**config.mk**
```make
export PLATFORM = sky130hd
export DESIGN_NAME = spi_burst_master
export DESIGN_NICKNAME = d
export VERILOG_FILES = /design/src/rtl/spi_pkg.sv /design/src/rtl/spi_sclk_gen.sv /design/src/rtl/spi_burst_master.sv
export SDC_FILE = /design/constraint.sdc
export NUM_CORES = 1
export LEC_CHECK = 0
export BUFFER_PORTS_ARGS = -buffer_cell sky130_fd_sc_hd__buf_2
export CAP_MARGIN = 20
export CORE_AREA = 2 2 67 133
export CTS_CLUSTER_SIZE = 16
export DETAILED_ROUTE_END_ITERATION = 10
export DIE_AREA = 0 0 69 135
export GPL_TIMING_DRIVEN = 1
export PLACE_DENSITY_LB_ADDON = 0.2
export SYNTH_ARGS = -nofsm -noshare
export SYNTH_HDL_FRONTEND = slang
export SYNTH_SLANG_ARGS = --single-unit
```
**constraint.sdc**
```tcl
create_clock -name CLK -period 2.4 [get_ports CLK]
set_clock_uncertainty 0.15 [all_clocks]
set_input_delay 0.72 -clock CLK [delete_from_list [all_inputs] [get_ports CLK]]
set_output_delay 0.72 -clock CLK [all_outputs]
set_load 0.05 [all_outputs]
```
**src/rtl/spi_pkg.sv**
```systemverilog
// Shared opcodes, accelerometer axis addresses and FSM encoding for spi_burst_master.
package spi_pkg;

  localparam logic [7:0] OP_WRITE   = 8'h0A;
  localparam logic [7:0] OP_REG_RD  = 8'h0B;
  localparam logic [7:0] OP_FIFO_RD = 8'h0D;

  localparam logic [7:0] ACC_X_ADDR = 8'h08;
  localparam logic [7:0] ACC_Y_ADDR = 8'h09;
  localparam logic [7:0] ACC_Z_ADDR = 8'h0A;

  typedef enum logic [2:0] {
    ST_IDLE,
    ST_SETUP,
    ST_HEADER,
    ST_DATA,
    ST_HOLD,
    ST_GAP
  } state_t;

  function automatic logic op_valid(input logic [7:0] op);
    return (op == OP_WRITE) || (op == OP_REG_RD) || (op == OP_FIFO_RD);
  endfunction

endpackage

```
**src/rtl/spi_sclk_gen.sv**
```systemverilog
// SCLK divider: counts CLK_DIV cycles per half-period while enabled and
// toggles SCLK on each wrap when toggling is allowed; rise/fall strobe that edge.
module spi_sclk_gen #(
  parameter int unsigned CLK_DIV = 1221
) (
  input  logic clk_i,
  input  logic rst_n_i,
  input  logic en_i,
  input  logic tog_en_i,
  output logic sclk_o,
  output logic tick_o,
  output logic rise_o,
  output logic fall_o
);

  localparam int unsigned DIV_W = (CLK_DIV > 1) ? $clog2(CLK_DIV) : 1;
  localparam logic [DIV_W-1:0] DIV_LAST = DIV_W'(CLK_DIV - 1);

  logic [DIV_W-1:0] cnt_q, cnt_d;
  logic             sclk_q, sclk_d;

  always_comb begin
    tick_o = en_i && (cnt_q == DIV_LAST);
    rise_o = tick_o && tog_en_i && !sclk_q;
    fall_o = tick_o && tog_en_i && sclk_q;
    cnt_d  = '0;
    if (en_i && !tick_o) begin
      cnt_d = cnt_q + DIV_W'(1);
    end
    sclk_d = sclk_q;
    if (!en_i) begin
      sclk_d = 1'b0;
    end else if (rise_o) begin
      sclk_d = 1'b1;
    end else if (fall_o) begin
      sclk_d = 1'b0;
    end
  end

  always_ff @(posedge clk_i) begin
    if (!rst_n_i) begin
      cnt_q  <= '0;
      sclk_q <= 1'b0;
    end else begin
      cnt_q  <= cnt_d;
      sclk_q <= sclk_d;
    end
  end

  assign sclk_o = sclk_q;

endmodule

```
**src/rtl/spi_burst_master.sv**
```systemverilog
// SPI mode-0 burst master: opcode/address header then up to MAX_BYTES data bytes.
// Define SPI_LOOPBACK_EN to receive from the internal MOSI instead of the MISO pin.
module spi_burst_master
  import spi_pkg::*;
#(
  parameter int unsigned CLK_DIV   = 1221,
  parameter int unsigned MAX_BYTES = 8,
  parameter int unsigned CS_GAP    = 4
) (
  input  logic                           CLK,
  input  logic                           RST_N,
  input  logic                           START,
  input  logic [7:0]                     OPCODE,
  input  logic [7:0]                     ADDRESS,
  input  logic [$clog2(MAX_BYTES+1)-1:0] NUM_BYTES,
  input  logic [7:0]                     WR_DATA,
  input  logic                           MISO,
  output logic                           CS,
  output logic                           SCLK,
  output logic                           MOSI,
  output logic                           WR_REQ,
  output logic [7:0]                     RD_DATA,
  output logic                           RD_VALID,
  output logic                           BUSY,
  output logic                           DONE,
  output logic                           ERR
);

  localparam int unsigned NB_W     = $clog2(MAX_BYTES + 1);
  localparam int unsigned GAP_CYC  = ((CS_GAP < 1) ? 1 : CS_GAP) * CLK_DIV;
  localparam int unsigned GAP_W    = (GAP_CYC > 1) ? $clog2(GAP_CYC) : 1;
  localparam logic [GAP_W-1:0] GAP_LAST = GAP_W'(GAP_CYC - 1);

  function automatic logic [NB_W-1:0] clamp_len(input logic [NB_W-1:0] n);
    if (n == '0) return NB_W'(1);
    if (n > NB_W'(MAX_BYTES)) return NB_W'(MAX_BYTES);
    return n;
  endfunction

  state_t            state_q, state_d;
  logic [7:0]        op_q, op_d;
  logic [NB_W-1:0]   nbytes_q, nbytes_d;
  logic [NB_W-1:0]   byte_q, byte_d;
  logic [3:0]        bit_q, bit_d;
  logic [14:0]       sh_q, sh_d;
  logic [6:0]        rx_q, rx_d;
  logic [7:0]        wr_buf_q, wr_buf_d;
  logic [7:0]        rd_data_q, rd_data_d;
  logic [GAP_W-1:0]  gap_q, gap_d;
  logic              rd_pend_q, rd_pend_d;
  logic              rd_valid_q, rd_valid_d;
  logic              wr_req_q, wr_req_d;
  logic              busy_q, busy_d;
  logic              done_q, done_d;
  logic              err_q, err_d;
  logic              cs_q, cs_d;
  logic              mosi_q, mosi_d;

  logic        div_en, tog_en, tick, rise, fall, rx_bit;
  logic        is_write, last_byte;
  logic [3:0]  hdr_last;
  logic        nb_mosi;
  logic [14:0] nb_sh;

`ifdef SPI_LOOPBACK_EN
  assign rx_bit = mosi_q;
`else
  assign rx_bit = MISO;
`endif

  assign div_en    = (state_q == ST_SETUP) || (state_q == ST_HEADER) ||
                     (state_q == ST_DATA)  || (state_q == ST_HOLD);
  assign tog_en    = (state_q == ST_SETUP) || (state_q == ST_HEADER) ||
                     (state_q == ST_DATA);
  assign is_write  = (op_q == OP_WRITE);
  assign hdr_last  = (op_q == OP_FIFO_RD) ? 4'd7 : 4'd15;
  assign last_byte = (byte_q == nbytes_q - NB_W'(1));
  // First bit and remaining bits of the next data byte (reads clock out zeros).
  assign nb_mosi   = is_write ? wr_buf_q[7] : 1'b0;
  assign nb_sh     = is_write ? {wr_buf_q[6:0], 8'h00} : 15'h0000;

  spi_sclk_gen #(
    .CLK_DIV (CLK_DIV)
  ) u_sclk_gen (
    .clk_i    (CLK),
    .rst_n_i  (RST_N),
    .en_i     (div_en),
    .tog_en_i (tog_en),
    .sclk_o   (SCLK),
    .tick_o   (tick),
    .rise_o   (rise),
    .fall_o   (fall)
  );

  always_comb begin
    state_d    = state_q;
    op_d       = op_q;
    nbytes_d   = nbytes_q;
    byte_d     = byte_q;
    bit_d      = bit_q;
    sh_d       = sh_q;
    rx_d       = rx_q;
    wr_buf_d   = wr_req_q ? WR_DATA : wr_buf_q;
    rd_data_d  = rd_data_q;
    gap_d      = gap_q;
    rd_pend_d  = 1'b0;
    rd_valid_d = rd_pend_q;
    wr_req_d   = 1'b0;
    busy_d     = busy_q;
    done_d     = 1'b0;
    err_d      = 1'b0;
    cs_d       = cs_q;
    mosi_d     = mosi_q;

    case (state_q)
      ST_IDLE: begin
        if (START) begin
          if (op_valid(OPCODE)) begin
            state_d  = ST_SETUP;
            op_d     = OPCODE;
            nbytes_d = clamp_len(NUM_BYTES);
            busy_d   = 1'b1;
            cs_d     = 1'b0;
            mosi_d   = OPCODE[7];
            sh_d     = {OPCODE[6:0], ADDRESS};
            bit_d    = '0;
            byte_d   = '0;
            rx_d     = '0;
          end else begin
            err_d = 1'b1;
          end
        end
      end

      // The divider wrap that ends SETUP is the first SCLK rising edge.
      ST_SETUP: begin
        if (rise) state_d = ST_HEADER;
      end

      ST_HEADER: begin
        if (rise && is_write && (bit_q == hdr_last)) wr_req_d = 1'b1;
        if (fall) begin
          if (bit_q == hdr_last) begin
            state_d = ST_DATA;
            bit_d   = '0;
            mosi_d  = nb_mosi;
            sh_d    = nb_sh;
          end else begin
            bit_d  = bit_q + 4'd1;
            mosi_d = sh_q[14];
            sh_d   = {sh_q[13:0], 1'b0};
          end
        end
      end

      ST_DATA: begin
        if (rise) begin
          if (!is_write) begin
            rx_d = {rx_q[5:0], rx_bit};
            if (bit_q == 4'd7) begin
              rd_data_d = {rx_q, rx_bit};
              rd_pend_d = 1'b1;
            end
          end else if ((bit_q == 4'd7) && !last_byte) begin
            wr_req_d = 1'b1;
          end
        end
        if (fall) begin
          if (bit_q == 4'd7) begin
            bit_d = '0;
            if (last_byte) begin
              state_d = ST_HOLD;
              mosi_d  = 1'b0;
            end else begin
              byte_d = byte_q + NB_W'(1);
              mosi_d = nb_mosi;
              sh_d   = nb_sh;
            end
          end else begin
            bit_d  = bit_q + 4'd1;
            mosi_d = sh_q[14];
            sh_d   = {sh_q[13:0], 1'b0};
          end
        end
      end

      ST_HOLD: begin
        if (tick) begin
          state_d = ST_GAP;
          cs_d    = 1'b1;
        end
      end

      ST_GAP: begin
        if (gap_q == GAP_LAST) begin
          state_d = ST_IDLE;
          gap_d   = '0;
          done_d  = 1'b1;
          busy_d  = 1'b0;
        end else begin
          gap_d = gap_q + GAP_W'(1);
        end
      end

      default: state_d = ST_IDLE;
    endcase
  end

  always_ff @(posedge CLK) begin
    if (!RST_N) begin
      state_q    <= ST_IDLE;
      op_q       <= '0;
      nbytes_q   <= '0;
      byte_q     <= '0;
      bit_q      <= '0;
      sh_q       <= '0;
      rx_q       <= '0;
      wr_buf_q   <= '0;
      rd_data_q  <= '0;
      gap_q      <= '0;
      rd_pend_q  <= 1'b0;
      rd_valid_q <= 1'b0;
      wr_req_q   <= 1'b0;
      busy_q     <= 1'b0;
      done_q     <= 1'b0;
      err_q      <= 1'b0;
      cs_q       <= 1'b1;
      mosi_q     <= 1'b0;
    end else begin
      state_q    <= state_d;
      op_q       <= op_d;
      nbytes_q   <= nbytes_d;
      byte_q     <= byte_d;
      bit_q      <= bit_d;
      sh_q       <= sh_d;
      rx_q       <= rx_d;
      wr_buf_q   <= wr_buf_d;
      rd_data_q  <= rd_data_d;
      gap_q      <= gap_d;
      rd_pend_q  <= rd_pend_d;
      rd_valid_q <= rd_valid_d;
      wr_req_q   <= wr_req_d;
      busy_q     <= busy_d;
      done_q     <= done_d;
      err_q      <= err_d;
      cs_q       <= cs_d;
      mosi_q     <= mosi_d;
    end
  end

  assign CS       = cs_q;
  assign MOSI     = mosi_q;
  assign WR_REQ   = wr_req_q;
  assign RD_DATA  = rd_data_q;
  assign RD_VALID = rd_valid_q;
  assign BUSY     = busy_q;
  assign DONE     = done_q;
  assign ERR      = err_q;

endmodule

```
---- Word level (Yosys, flattened, before mapping) ----
Cells that the tools add are included.
word-level totals
  input bits .............................. 32
  bits in registers ....................... 94
  word-level logic and storage cells ...... 174
  output and inout port bits .............. 16
cells by class
  multiplexer cells ....................... 78
  bitwise gates (word level) .............. 4
  order comparisons ....................... 1
  add/sub/neg operators ................... 5
  equal/unequal tests ..................... 29
  reduce and logical (&&, ||, !) cells .... 37
operators with widths
  kind                                                              number
  15-bit 2-to-1 mux                                                 8
  4-bit 2-to-1 mux                                                  14
  15-bit one-hot mux with 3 select lines                            1
  8-bit by 4-bit == test with 1-bit output (second input constant)  5
  1-bit 2-to-1 mux                                                  32
  3-bit 2-to-1 mux                                                  10
  7-bit 2-to-1 mux                                                  4
  2-bit inequality test (second input constant)                     11
  3-bit one-hot mux with 6 select lines                             1
  7-bit one-hot mux with 2 select lines                             1
  13-bit by 1-bit adder with 13-bit output (second input constant)  1
  13-bit == test (second input constant)                            1
  13-bit 2-to-1 mux                                                 1
  4-bit one-hot mux with 3 select lines                             1
  4-bit AND reduction                                               3
  6-bit AND reduction                                               2
  11-bit by 1-bit adder with 11-bit output (second input constant)  1
  11-bit == test (second input constant)                            1
  10-bit AND reduction                                              1
  5-bit AND reduction                                               2
  4-bit by 1-bit adder with 4-bit output (second input constant)    2
  4-bit == test                                                     2
  1-bit logical AND                                                 8
  4-bit one-hot mux with 2 select lines                             1
  other kinds (20)                                                  40

---- Depth between registers and ports, before layout ----
  depth after elaboration ................. 12
  gate-level depth with buffers ........... 9
  depth with buffers taken out ............ 8

---- Hierarchy ----
A second synthesis with hierarchy kept.
unflattened totals
  cell total of the unflattened synthesis .. 509
  area, all modules ....................... 4,659.5 µm²
modules (own cells, without submodules)
  module            seq. area each (µm²)  area an instance (µm²)  cells each  instances
  spi_burst_master  1,641.6               4,053.9                 442         1
  spi_sclk_gen      240.2                 605.6                   67          1

---- Worst setup path before layout ----
No wires, ideal clock.
  path kind ............................... input to register
  start point ............................. input port OPCODE[7]
  end point ............................... register state_q[0]
  path buffers ............................ 0
  setup time .............................. 0.070 ns
  stages on the path ...................... 6
  arrival ................................. 2.315 ns
  slack ................................... -0.135 ns
  data required time ...................... 2.180 ns
  path through ............................ or3b_1 > a211oi_1 > a2111o_1 > o211ai_1 > or4b_1 > a21oi_1
between the ends
  longest elaborated chain between the ends .. 5
  elaborated cells on any way between the ends .. 7
  classes of those cells .................. eq/ne: 4; reduce/logical: 3
RTL lines
  what                                      RTL line                 source
  start, declared                           spi_burst_master.sv:13   input logic [7:0] OPCODE,
  8-bit by 4-bit == test with 1-bit output  spi_pkg.sv:22            return (op == OP_WRITE) || (op == OP_REG_RD) || (op == OP_FIFO_RD);
  1-bit logical OR                          spi_pkg.sv:22
  1-bit logical OR *                        spi_pkg.sv:22
  2-bit inequality test (no line) *         n/a
  10-bit AND reduction (no line) *          n/a
  end signal, assigned                      spi_burst_master.sv:230  state_q <= state_d;
  end, declared                             spi_burst_master.sv:40   state_t state_q, state_d;
Every way passes the cells marked *; elsewhere a longest branch is shown, timed or not.
A chain may end at the register's enable or synchronous reset.

---- Worst setup path in the final report ----
  start point ............................. register u_sclk_gen.cnt_q[5]
  end point ............................... register byte_q[0]
between the ends
  longest elaborated chain between the ends .. 6
RTL lines
  what                             RTL line                 source
  start, declared                  spi_sclk_gen.sv:19       logic [DIV_W-1:0] cnt_q, cnt_d;
  start signal, assigned           spi_sclk_gen.sv:45       cnt_q <= cnt_d;
  11-bit == test                   spi_sclk_gen.sv:23       tick_o = en_i && (cnt_q == DIV_LAST);
  1-bit logical AND                spi_sclk_gen.sv:23
  1-bit logical AND (2 in a row)   spi_sclk_gen.sv:25       fall_o = tick_o && tog_en_i && sclk_q;
  2-bit inequality test (no line)  n/a
  6-bit AND reduction (no line)    n/a
  end signal, assigned             spi_burst_master.sv:233  byte_q <= byte_d;
  end, declared                    spi_burst_master.sv:43   logic [NB_W-1:0] byte_q, byte_d;
Every way passes these cells.

==> flow_summary.yaml <==
outcome:
  outcome: "finished, violations left"
  violations: "setup timing"
layout:
  drive_above_1_share: 0.2373
  synthToLayoutAreaGrowth_pct: 20.65
  nets: 602
  seq_area_um2: 1883
  antenna_cells: 0
  multi_input_area_um2: 2298
  final_core_util: 0.6359
  fillerInstances: 740
  instances_no_fill: 667
power:
  p_int_mw: 2.395
  p_sw_frac: 0.2371
  powerDensity_nw_per_um2: 599.6
  seqPwrFrac: 0.502
  ir_worst_vdd_mv: 0.3926
  power_mw: 3.139
  switching_power_mw: 0.7444
  combPwrFrac: 0.070
  p_leak_nw: 2.042
  p_clk_frac: 0.428
floorplanning:
  core-area_um2: 8233
  num_rows: 47
  io_pins: 48
  fp.dieH_um: 135
  dieArea_um2: 9315
  die_w_um: 69
  start_util: 0.5271
timing:
  setup_viol: 1
  timing.final.ws_setup_ns: -0.005270
  timing.fmax_mhz: 415.8
  final.setup.tns_ns: -0.005270
  period_needed_ns: 2.405
  finalMaxSlewViolations: 0
  period_share: 1.002
  finalHoldViolations: 0
  worst_pin_slew_ns: 0.8653
  slew_headroom: 0.4206
synthesis:
  synth-main-ff-cell: "dfxtp_1"
  avgSynthCellArea_um2: 8.910
  synthArstFlopShare: 0
  ys_ff_latch: 94
  ys_warn_count: 0
  synth-edff-count: 0
  yosysMostFrequentCell: "dfxtp_1"
  syn_area_um2: 4339
  synth_cell_types: 62
  synth_area_leaders: "dfxtp_1, nor2_1, mux2i_1"
  synth_common_cells: "dfxtp_1, nor2_1, nand2_1"
  yosysTopAreaCell: "dfxtp_1"
  yosys.area.top_type_share: 0.4337
  syn-num-nets: 525
  synth-seq-area-share: 0.4337
  postSynthCellCount: 487
worst_setup_path:
  reg2reg_slack_ns: -0.005
  criticalPathCategory: "reg2reg"
  cp.required_ns: 2.49
  r2r-end: "byte_q[0]$_SDFFE_PN0P_"
  critPathLaunchType: "register"
  worstReg2RegStart: "u_sclk_gen.cnt_q[5]$_SDFF_PN0_"
  path_max_fanout: 5
  ff2ff_path_depth: 6
  endpoint_kind: "register"
  critPathArrivalTime_ns: 2.49
routing:
  avgRoutedWirePerCell_um: 15.59
  drc: 0
  drtIter0Drc: 166
  drtPass1Iterations: 5
  via_per_inst: 5.777
  wl_mm: 10.40
  vias: 3853
  antenna_left: 0
global_route:
  grt_pass1_wl_mm: 17.13
  grt_util_all_layers: 0.2267
  grt_max_degree: 22
  antenna_found_initial: 0
  grt_overflow: 0
  grt_pass1_vias: 3852
min_path:
  min_to: "RD_VALID$_SDFF_PN0_"
  hold_depth: 1
  hp-class: "reg2reg"
  hp-start: "rd_pend_q$_SDFF_PP0_"
cts:
  cts.sinks: 94
  clk_pin_slew_worst_paths_ns: 0.07
  cts_tree: "done"
  numCtsBuffers: 9
  clk_latency_ns: 0.35
  htree_levels: 3
  cts_root_buf: "clkbuf_16"
  cts_buffer_depth: 2
place:
  dp_hpwl_mm: 7.582
  io_buffers: 47
  place.gp.congestion: 0.8564
  dp_cells: 650
  dp_slack_ns: -0.2135
job:
  drv_cap: 0
## kinds of logic after synthesis
logic type,share of synthesized area
fa+ha+maj,0.01730
simple gates,0.2408
buf+inv,0.04267
compound gates,0.1557
flops,0.4337
xor+xnor,0.05652
mux,0.05334
## how the worst max path moves through the flow
stage                                         from                       to  slack (ns)  depth (start not counted)
finish              u_sclk_gen.cnt_q[5]$_SDFF_PN0_   byte_q[0]$_SDFFE_PN0P_      -0.005                          6
global route        u_sclk_gen.cnt_q[5]$_SDFF_PN0_   byte_q[3]$_SDFFE_PN0P_       -0.04                          7
CTS                           op_q[7]$_SDFFE_PN0P_  state_q[0]$_SDFFE_PN0P_        0.09                          6
detailed placement                       OPCODE[7]     sh_q[3]$_SDFFE_PN0P_       -0.21                          8
global placement                         OPCODE[7]  state_q[0]$_SDFFE_PN0P_       -0.19                          7
floorplan                                OPCODE[7]    sh_q[12]$_SDFFE_PN0P_       -0.09                          7
## worst max-delay path: stages, from the launching register on
cell	delay (ns)
dfxtp_1	0.37
nor4b_4	0.33
buf_4	0.16
nand4_1	0.23
o31ai_1	0.58
a21oi_1	0.19
mux2_2	0.29
## cells in the final DEF, fill, tap and decap left out, types with 5 or more instances in the layout
master | Yosys | routed
a31oi_1 | 7 | 7
xnor2_1 | 13 | 13
nor2_1 | 61 | 60
nor3_1 | 8 | 8
buf_4 | 0 | 46
nand2_1 | 37 | 37
ha_1 | 6 | 6
dfxtp_1 | 94 | 93
inv_1 | 12 | 12
xor2_1 | 15 | 15
nand3_1 | 23 | 23
clkbuf_16 | 0 | 9
a22oi_1 | 5 | 5
o21ai_0 | 18 | 16
nand4_1 | 18 | 18
mux2i_1 | 22 | 22
buf_2 | 4 | 47
o211ai_1 | 11 | 11
and3_1 | 10 | 10
a21oi_1 | 36 | 35
## registers in the layout (all words and copies together) (netlist names), 3 cells and up
signal / flops
sh_q: 15
gap_q: 13
u_sclk_gen.cnt_q: 11
RD_DATA: 8
op_q: 8
wr_buf_q: 8
rx_q: 7
bit_q: 4
byte_q: 4
nbytes_q: 4
state_q: 3
## metrics by stage
step                cell area, µm²  hold WS [ns]
floorplan                     4347        0.2619
global route                  5235        0.3267
CTS                           5211        0.2919
detailed placement            4922        0.2756
finish                        5235        0.2859
global placement              4922        0.2646
## final cells by class
type / instances / share of cell area
well taps: 98 / 0.02342
clock inverters: 6 / 0.008843
multi-input cells: 353 / 0.4391
flip-flops and latches: 94 / 0.3597
repair buffers: 94 / 0.1147
clock buffers: 10 / 0.04565
inverters: 12 / 0.008604
## power groups by stage
stage | combinational [mW] | clock [mW] | sequential (mW)
global route | 0.243 | 1.42 | 1.57
floorplan | 0.105 | 0 | 1.62
detailed placement | 0.220 | 0 | 1.61
CTS | 0.221 | 1.37 | 1.57
finish | 0.221 | 1.34 | 1.57
global placement | 0.215 | 0 | 1.61
## timing repair
| item | CTS | global route |
|---|---|---|
| buffers inserted | 0 | 1 |
| hold buffers | 0 | 0 |
| pin swaps | 0 | 2 |
| hold endpoints to repair | 0 | 0 |
| setup endpoints to repair | 10 | 2 |
| gates resized for setup | 1 | 4 |
## per-layer routing
metal	share of wire	track usage
met1	0.39	0.2435
met2	0.54	0.4225
met3	0.035	0.02537
met4	0.028	0.1264
met5	0	0
Power figures use the tool's default switching activity.
